### src/rtl/bcd_serial_add_ctrl.sv
// Digit-serial packed-BCD adder: accepts an operand pair, adds one digit per cycle
// through a single decimal digit adder, and holds the result until it is consumed.
//
// state | meaning
// IDLE  | waiting for operands; also hosts the one-cycle digit-validity check after a transfer
// ADD   | one digit per cycle, lowest index first
// DONE  | result valid, held until out_ready
module bcd_serial_add_ctrl #(
   parameter int DIGITS = 4
) (
   input  logic                clk,
   input  logic                rst_n,
   input  logic                in_valid,
   output logic                in_ready,
   input  logic [4*DIGITS-1:0] op_a,
   input  logic [4*DIGITS-1:0] op_b,
   output logic                out_valid,
   input  logic                out_ready,
   output logic [4*DIGITS-1:0] sum,
   output logic                carry_out,
   output logic                err,
   output logic                busy
);

   localparam int W  = 4 * DIGITS;
   localparam int IW = (DIGITS > 1) ? $clog2(DIGITS) : 1;
   localparam logic [IW-1:0] LAST_IDX = IW'(DIGITS - 1);

   typedef enum logic [1:0] {
      IDLE = 2'd0,
      ADD  = 2'd1,
      DONE = 2'd2
   } state_t;

   state_t          state_q, state_d;
   logic [W-1:0]    a_q, a_d;
   logic [W-1:0]    b_q, b_d;
   logic [W-1:0]    sum_q, sum_d;
   logic [IW-1:0]   idx_q, idx_d;
   logic            c_q, c_d;
   logic            cout_q, cout_d;
   logic            err_q, err_d;
   logic            pend_q, pend_d;
   logic            boot_q, boot_d;

   logic [3:0]      dig_a, dig_b, dig_s;
   logic [4:0]      dig_t;
   logic            dig_c;
   logic            bad_digit;
   logic            accept;

   assign in_ready  = boot_q && (state_q == IDLE) && !pend_q;
   assign accept    = in_valid && in_ready;
   assign out_valid = (state_q == DONE);
   assign busy      = (state_q != IDLE);
   assign sum       = sum_q;
   assign carry_out = cout_q;
   assign err       = err_q;

   always_comb begin
      bad_digit = 1'b0;
      for (int i = 0; i < DIGITS; i++) begin
         if ((a_q[4*i +: 4] > 4'd9) || (b_q[4*i +: 4] > 4'd9)) begin
            bad_digit = 1'b1;
         end
      end
   end

   // The single shared digit adder; a sum above 9 wraps by adding 6 modulo 16.
   always_comb begin
      dig_a = a_q[4*idx_q +: 4];
      dig_b = b_q[4*idx_q +: 4];
      dig_t = {1'b0, dig_a} + {1'b0, dig_b} + {4'b0000, c_q};
      dig_c = (dig_t > 5'd9);
      if (dig_c) begin
         dig_s = dig_t[3:0] + 4'd6;
      end else begin
         dig_s = dig_t[3:0];
      end
   end

   always_comb begin
      state_d = state_q;
      a_d     = a_q;
      b_d     = b_q;
      sum_d   = sum_q;
      idx_d   = idx_q;
      c_d     = c_q;
      cout_d  = cout_q;
      err_d   = err_q;
      pend_d  = pend_q;
      boot_d  = 1'b1;

      case (state_q)
         IDLE: begin
            if (pend_q) begin
               pend_d = 1'b0;
               if (bad_digit) begin
                  err_d   = 1'b1;
                  state_d = DONE;
               end else begin
                  state_d = ADD;
               end
            end else if (accept) begin
               a_d    = op_a;
               b_d    = op_b;
               idx_d  = '0;
               c_d    = 1'b0;
               sum_d  = '0;
               cout_d = 1'b0;
               err_d  = 1'b0;
               pend_d = 1'b1;
            end
         end
         ADD: begin
            sum_d[4*idx_q +: 4] = dig_s;
            c_d                 = dig_c;
            if (idx_q == LAST_IDX) begin
               cout_d  = dig_c;
               state_d = DONE;
            end else begin
               idx_d = idx_q + 1'b1;
            end
         end
         DONE: begin
            if (out_ready) begin
               state_d = IDLE;
            end
         end
         default: begin
            state_d = IDLE;
         end
      endcase
   end

   always_ff @(posedge clk or negedge rst_n) begin
      if (!rst_n) begin
         state_q <= IDLE;
         a_q     <= '0;
         b_q     <= '0;
         sum_q   <= '0;
         idx_q   <= '0;
         c_q     <= 1'b0;
         cout_q  <= 1'b0;
         err_q   <= 1'b0;
         pend_q  <= 1'b0;
         boot_q  <= 1'b0;
      end else begin
         state_q <= state_d;
         a_q     <= a_d;
         b_q     <= b_d;
         sum_q   <= sum_d;
         idx_q   <= idx_d;
         c_q     <= c_d;
         cout_q  <= cout_d;
         err_q   <= err_d;
         pend_q  <= pend_d;
         boot_q  <= boot_d;
      end
   end

endmodule

### config.mk
export PLATFORM = sky130hd
export DESIGN_NAME = bcd_serial_add_ctrl
export DESIGN_NICKNAME = d
export VERILOG_FILES = /design/src/rtl/bcd_serial_add_ctrl.sv
export SDC_FILE = /design/constraint.sdc
export NUM_CORES = 1
export LEC_CHECK = 0
export ABC_AREA = 1
export CORE_ASPECT_RATIO = 1.25
export CORE_MARGIN = 2
export CORE_UTILIZATION = 25
export DETAILED_ROUTE_END_ITERATION = 8
export GPL_TIMING_DRIVEN = 0
export SLEW_MARGIN = 20
export SYNTH_ARGS = -nofsm -noshare
export SYNTH_HDL_FRONTEND = slang
export SYNTH_SLANG_ARGS = --single-unit
### constraint.sdc
create_clock -name clk -period 7.2 [get_ports clk]
set_clock_uncertainty 0.1 [all_clocks]
set_input_delay 1.44 -clock clk [delete_from_list [all_inputs] [get_ports clk]]
set_output_delay 1.44 -clock clk [all_outputs]
set_load 0.05 [all_outputs]
Word level (Yosys, flattened, before mapping) --
Cells that the tools add are included.
Storage, ports and cells: register bits after elaboration 57, bits in latches 0, RAM bits 0, ROM bits 0, input bits 36, output and inout bits 21, word-level logic and storage cells 84, memories 0
Operators by class: add/subtract/negate cells 5, $mul 0, divide/modulo/power cells 0, $lt $le $gt $ge 9, equality and inequality tests 10, shift operators 4, muxes and demuxes 27, bitwise logic cells 1, reductions and logical operators 18
Operator list (count):
- negation 4 -> 34 bit | 1
- variable shift 4 x 34 -> 16 bit, first input constant | 1
- indexed part select 4 x 34 -> 16 bit | 1
- > comparator 4 bit, second input constant | 8
- 2-to-1 mux 16 bit | 2
- case mux 16 bit (2 select lines) | 1
- indexed part select 16 x 5 -> 4 bit | 2
- bitwise mux 16 bit | 1
- 2-to-1 mux 2 bit | 7
- AND reduction 3 bit | 4
- 2-to-1 mux 1 bit | 11
- != test 2 bit, second input constant | 5
- AND reduction 4 bit | 2
- case mux 2 bit (3 select lines) | 1
- nonzero test 2 bit | 3
- adder 4 x 4 -> 5 bit | 1
- adder 5 x 1 -> 5 bit | 1
- > comparator 5 x 4 -> 1 bit, second input constant | 1
- adder 4 x 3 -> 4 bit, second input constant | 1
- equality test 2 bit, second input constant | 2
- logical OR 1 bit | 4
- 2-to-1 mux 4 bit | 1
- != test 2 x 1 -> 1 bit, second input constant | 2
- case mux 1 bit (2 select lines) | 2
- other kinds (7) | 9

Depth between registers and ports, before layout --
depth in word-level cells 9, mapped depth 19, mapped depth without buffers 18

Worst setup path before layout --
No wires, ideal clock.
kind flip-flop to flip-flop, from reg idx_q[0], to reg sum_q[13] (netlist: sum[13]), library setup time 66 ps, arrival 2982 ps, data required time 7034 ps, setup slack 4052 ps, cell stages (with the launch flop) 18, buffers on the path 1, period minus slack after synthesis 3148 ps, cells stage by stage dfrtp_1 > clkinv_1 > buf_1 > nor2_1 > o22ai_1 > fa_1 > fa_1 > inv_1 > ha_1 > inv_1 > nor2_1 > a21oi_1 > nand2_1 > nand2_1 > nand2_1 > nand2_1 > nand4_1 > nand2_1
On the way: longest elaborated chain between the ends 8, elaborated cells on any way between the ends 12, classes of those cells add/sub (4); order compare (1); shift (4); mux (3)
Ends and longest elaborated chain:
- start: declaration | RTL line 39 | logic [IW-1:0] idx_q, idx_d;
- start signal: assignment | RTL line 153 | idx_q <= idx_d;
- indexed part select 16 x 5 -> 4 bit, on equally long branches | RTL line 71, 72
- adder 4 x 4 -> 5 bit | RTL line 73 | dig_t = {1'b0, dig_a} + {1'b0, dig_b} + {4'b0000, c_q};
- adder 5 x 1 -> 5 bit | RTL line 73
- adder 4 x 3 -> 4 bit / > comparator 5 x 4 -> 1 bit (equally long branches) | RTL line 76, 74
- 2-to-1 mux 4 bit | RTL line 75 | if (dig_c) begin
- indexed part select 4 x 34 -> 16 bit | RTL line 116 | sum_d[4*idx_q +: 4] = dig_s;
- bitwise mux 16 bit * | RTL line 116
- case mux 16 bit (2 select lines) * | RTL line 94 | case (state_q)
- end signal: assignment | RTL line 152 | sum_q <= sum_d;
- end: declaration | RTL line 38 | logic [W-1:0] sum_q, sum_d;
Every way passes the cells marked *; elsewhere a longest branch is shown, timed or not. A chain may end at the register's enable or synchronous reset.

Worst setup path after layout --
from reg idx_q[0], to reg sum_q[14] (netlist: sum[14])
Same word-level chain as after synthesis.

==> metrics.md <==
| Metric | Value |
|---|---|
| Largest net degree at the start of global routing | 58 |
| Postcts setup bufs | 0 |
| Port buffer count | 56 |
| Final worst slack | 3.41 ns |
| Pre-CTS setup slack | 3.45 ns |
| Critical path's slowest cell | fa_1 |
| Post-synthesis cell area | 0.00295 sq mm |
| Worst Setup Start Kind | flop |
| Clock-pin slew on the worst setup and hold paths | 0.05 ns |
| Vias | 2,626 |
| Synth Net Count | 422 |
| CTS Sinks | 57 |
| CTS tree | built |
| Crit path top cell by count | nand2_1 |
| Clk root buf | clkbuf_16 |
| Hold Vio Cnt, Final | 0 |
| Synthesized area per cell | 7.88 sq um |
| Starting density of the core | 25.6% |
| Hold Path Depth | 2 |
| CTS Buf Count | 9 |
| Synth Warn # | 0 |
| Die area | 0.0127 sq mm |
| Worst VDD drop | 189 uV |
| Number of global-route vias before repair | 2,680 |
| Die width | 101 um |
| Max incr delay on CP | 0.55 ns |
| CTS H-tree depth | 3 |
| # hold bufs at CTS | 0 |
| WP data arrival | 3.95 ns |
| CTS resizes | 0 |
| Routed vias/inst | 4.50 |
| Synth cell types | 32 |
| MaxCap Viol Count | 0 |
| CTS Buffer Depth | 2 |
| Layout cells sized above 1 | 8.07% |
| Pwr/cell area | 475 mW/mm^2 |
| RSZ-0062 raised after global routing | no |
| Core ar. | 0.0116 sq mm |
| Fmax | 264 MHz |
| # setup viols final | 0 |
| First-pass GRT wire length | 12.8 mm |
| Starting DRT DRC Count | 162 |
| Clock Latency Late Sink | 0.32 ns |
| Worst-Margin Slew | 0.725 ns |
| DR DRC count | 0 |
| TNS Setup | 0 ns |
| Routed WL | 7.57 mm |
| Crit Path Max Fanout | 11 |
| Mapped Cells | 375 |
| Sequential area share after synthesis | 48.3% |
| Post-DP HPWL | 5.79 mm |
| FF-to-FF path depth | 17 |
| Total global routing overflow | 0 |
| Fin crit period | 3.79 ns |
| Ports | 57 |
| GRT Resource Usage Total | 13.0% |
| CP required | 7.36 ns |
| Synth-to-layout area growth | 34.3% |
| Antenna cells | 0 |
| Initial antenna violation count | 0 |
| CP Capture Type | flop |
| Outcome | complete, no violations |
| FF+latch count, synth | 57 |
| Routed Antenna Nets | 0 |
| Class of the worst hold path | reg -> reg |
| Routability congestion estimate | 0.841 |
| Row cnt | 44 |
| Routed len/inst | 13.0 um |
| Die height | 126 um |
| Setup CP Type | reg -> reg |
| Crit-path cells | clkinv_1 -> buf_1 -> nor2_1 -> o22ai_1 -> fa_1 -> fa_1 -> inv_1 -> ha_1 -> inv_1 -> nor2_1 -> a21oi_1 -> nand2_1 -> nand2_1 -> nand2_1 -> nand2_1 -> nand4_1 -> nand2_1 |
| First-pass detailed-route iteration total | 4 |
| Max_slew headroom | 51.7% |
| Max Slew Vio Count | 0 |
| Fin crit share | 52.6% |
| Post-layout net count | 489 |
| Leakage | 1.95 nW |
[report_power, final]
group	total (mW)	switching [mW]	leakage, nW	internal (mW)
Sequential	0.520	0.0905	0.738	0.430
Clock	0.394	0.138	0.144	0.256
Combinational	0.969	0.636	1.07	0.334
Total	1.88	0.864	1.95	1.02
[routing by layer]
layer | track usage, % | vias up | routed length [um]
li1 | - | 1331 | -
met1 | 15.6 | 1212 | 3240
met2 | 22.4 | 68 | 3830
met3 | 2.46 | 15 | 340
met4 | 5.56 | 0 | 166
met5 | 0 | - | 0
[cells by family after synthesis]
kind of cell | count (synthesis) | synth area share [%]
adders and majority gates | 11 | 5.17
buffers and inverters | 40 | 5.51
and+or+nand+nor | 213 | 30.5
other | 1 | 0.127
AOI/OAI and AO/OA | 53 | 10.4
DFF | 57 | 48.3
[critical path: cells and delay by family, from the launching register on]
kind | cells | cell delay [ns]
simple gates | 8 | 0.84
buf+inv | 4 | 0.81
compound gates | 2 | 0.24
flops | 1 | 0.52
fa+ha+maj | 3 | 1.20
[sequential cells by signal, indices dropped and copies added (netlist names)]
| signal | count |
|---|---|
| state_q | 2 |
| pend_q | 1 |
| idx_q | 2 |
| a_q | 16 |
| b_q | 16 |
| err | 1 |
| sum | 16 |
| carry_out | 1 |
| c_q | 1 |
| boot_q | 1 |
[final timing paths]
path                          start  endpoint  slack (ns)
setup / recovery           idx_q[0]   sum[14]        3.41
hold / removal              sum[13]   sum[13]        0.38
setup reg to reg           idx_q[0]   sum[14]        3.41
hold reg to reg             sum[13]   sum[13]        0.38
max in group asynchronous     rst_n   sum[13]        5.44
min in group asynchronous     rst_n   sum[14]        1.06
[final cells by class]
cell class / instances / area (sq um)
Timing Repair Buffer: 56 / 558
Clock inverter: 3 / 15.0
Buffer: 10 / 50.0
Inverter: 30 / 113
Clock buffer: 12 / 267
Tap cell: 138 / 173
Sequential cell: 57 / 1430
Fill cell: 1245 / 7590
Multi-Input combinational cell: 278 / 1370
[placed cells by master, fill, tap and decap left out, types with 2 or more instances in the layout]
cell	count
clkdlybuf4s50_1	55
o22ai_1	8
o21ai_0	28
nand3_1	13
ha_1	9
inv_1	25
nor3_2	2
buf_4	4
inv_2	3
nand4_1	6
clkinv_2	3
fa_1	2
nor2_1	26
dfrtp_1	57
nor3_1	2
o21ai_1	4
nand2_4	3
clkinv_1	2
clkbuf_16	9
a21oi_2	2
a32o_1	2
clkbuf_1	5
nor2_4	3
o21bai_1	2
nand2_1	155
a21oi_1	4
clkbuf_8	3
[cells in the mapped netlist]
cell	n	area share (%)
a31oi_1	1	0.21
inv_2	3	0.38
buf_4	3	0.76
o21bai_1	2	0.51
nand4_1	6	1.3
ha_1	9	3.8
nand2_1	155	20
a22o_1	1	0.30
clkinv_1	2	0.25
o21ai_0	28	4.7
a21oi_2	2	0.59
fa_1	2	1.4
nand3b_1	1	0.25
or2_4	1	0.30
dfrtp_1	57	48
a21oi_1	4	0.68
nand3_1	13	2.2
nor3_1	2	0.34
conb_1	1	0.13
buf_1	1	0.13
o21ai_2	1	0.30
nor2_4	3	1.1
nand2_2	1	0.21
clkbuf_1	5	0.64
o22ai_1	8	1.7
buf_2	1	0.17
a32o_1	2	0.68
nor3_2	2	0.68
nor2_1	26	3.3
o21ai_1	4	0.68
inv_1	25	3.2
nand2_4	3	1.1
[stage by stage]
step | power [mW] | std cells | hold WS, ns | instance area (sq um) | util, %
after floorplan | 1.23 | 375 | 0.344 | 2950 | -
after global placement | 1.48 | 569 | 0.359 | 3690 | 31.9
after detailed placement | 1.50 | 569 | 0.365 | 3680 | 31.9
after CTS | 1.91 | 584 | 0.379 | 3970 | 34.3
after global routing | 2.06 | 584 | 0.395 | 3970 | 34.3
final | 1.88 | 584 | 0.379 | 3970 | 34.3
(Power assumes the default switching activity.)
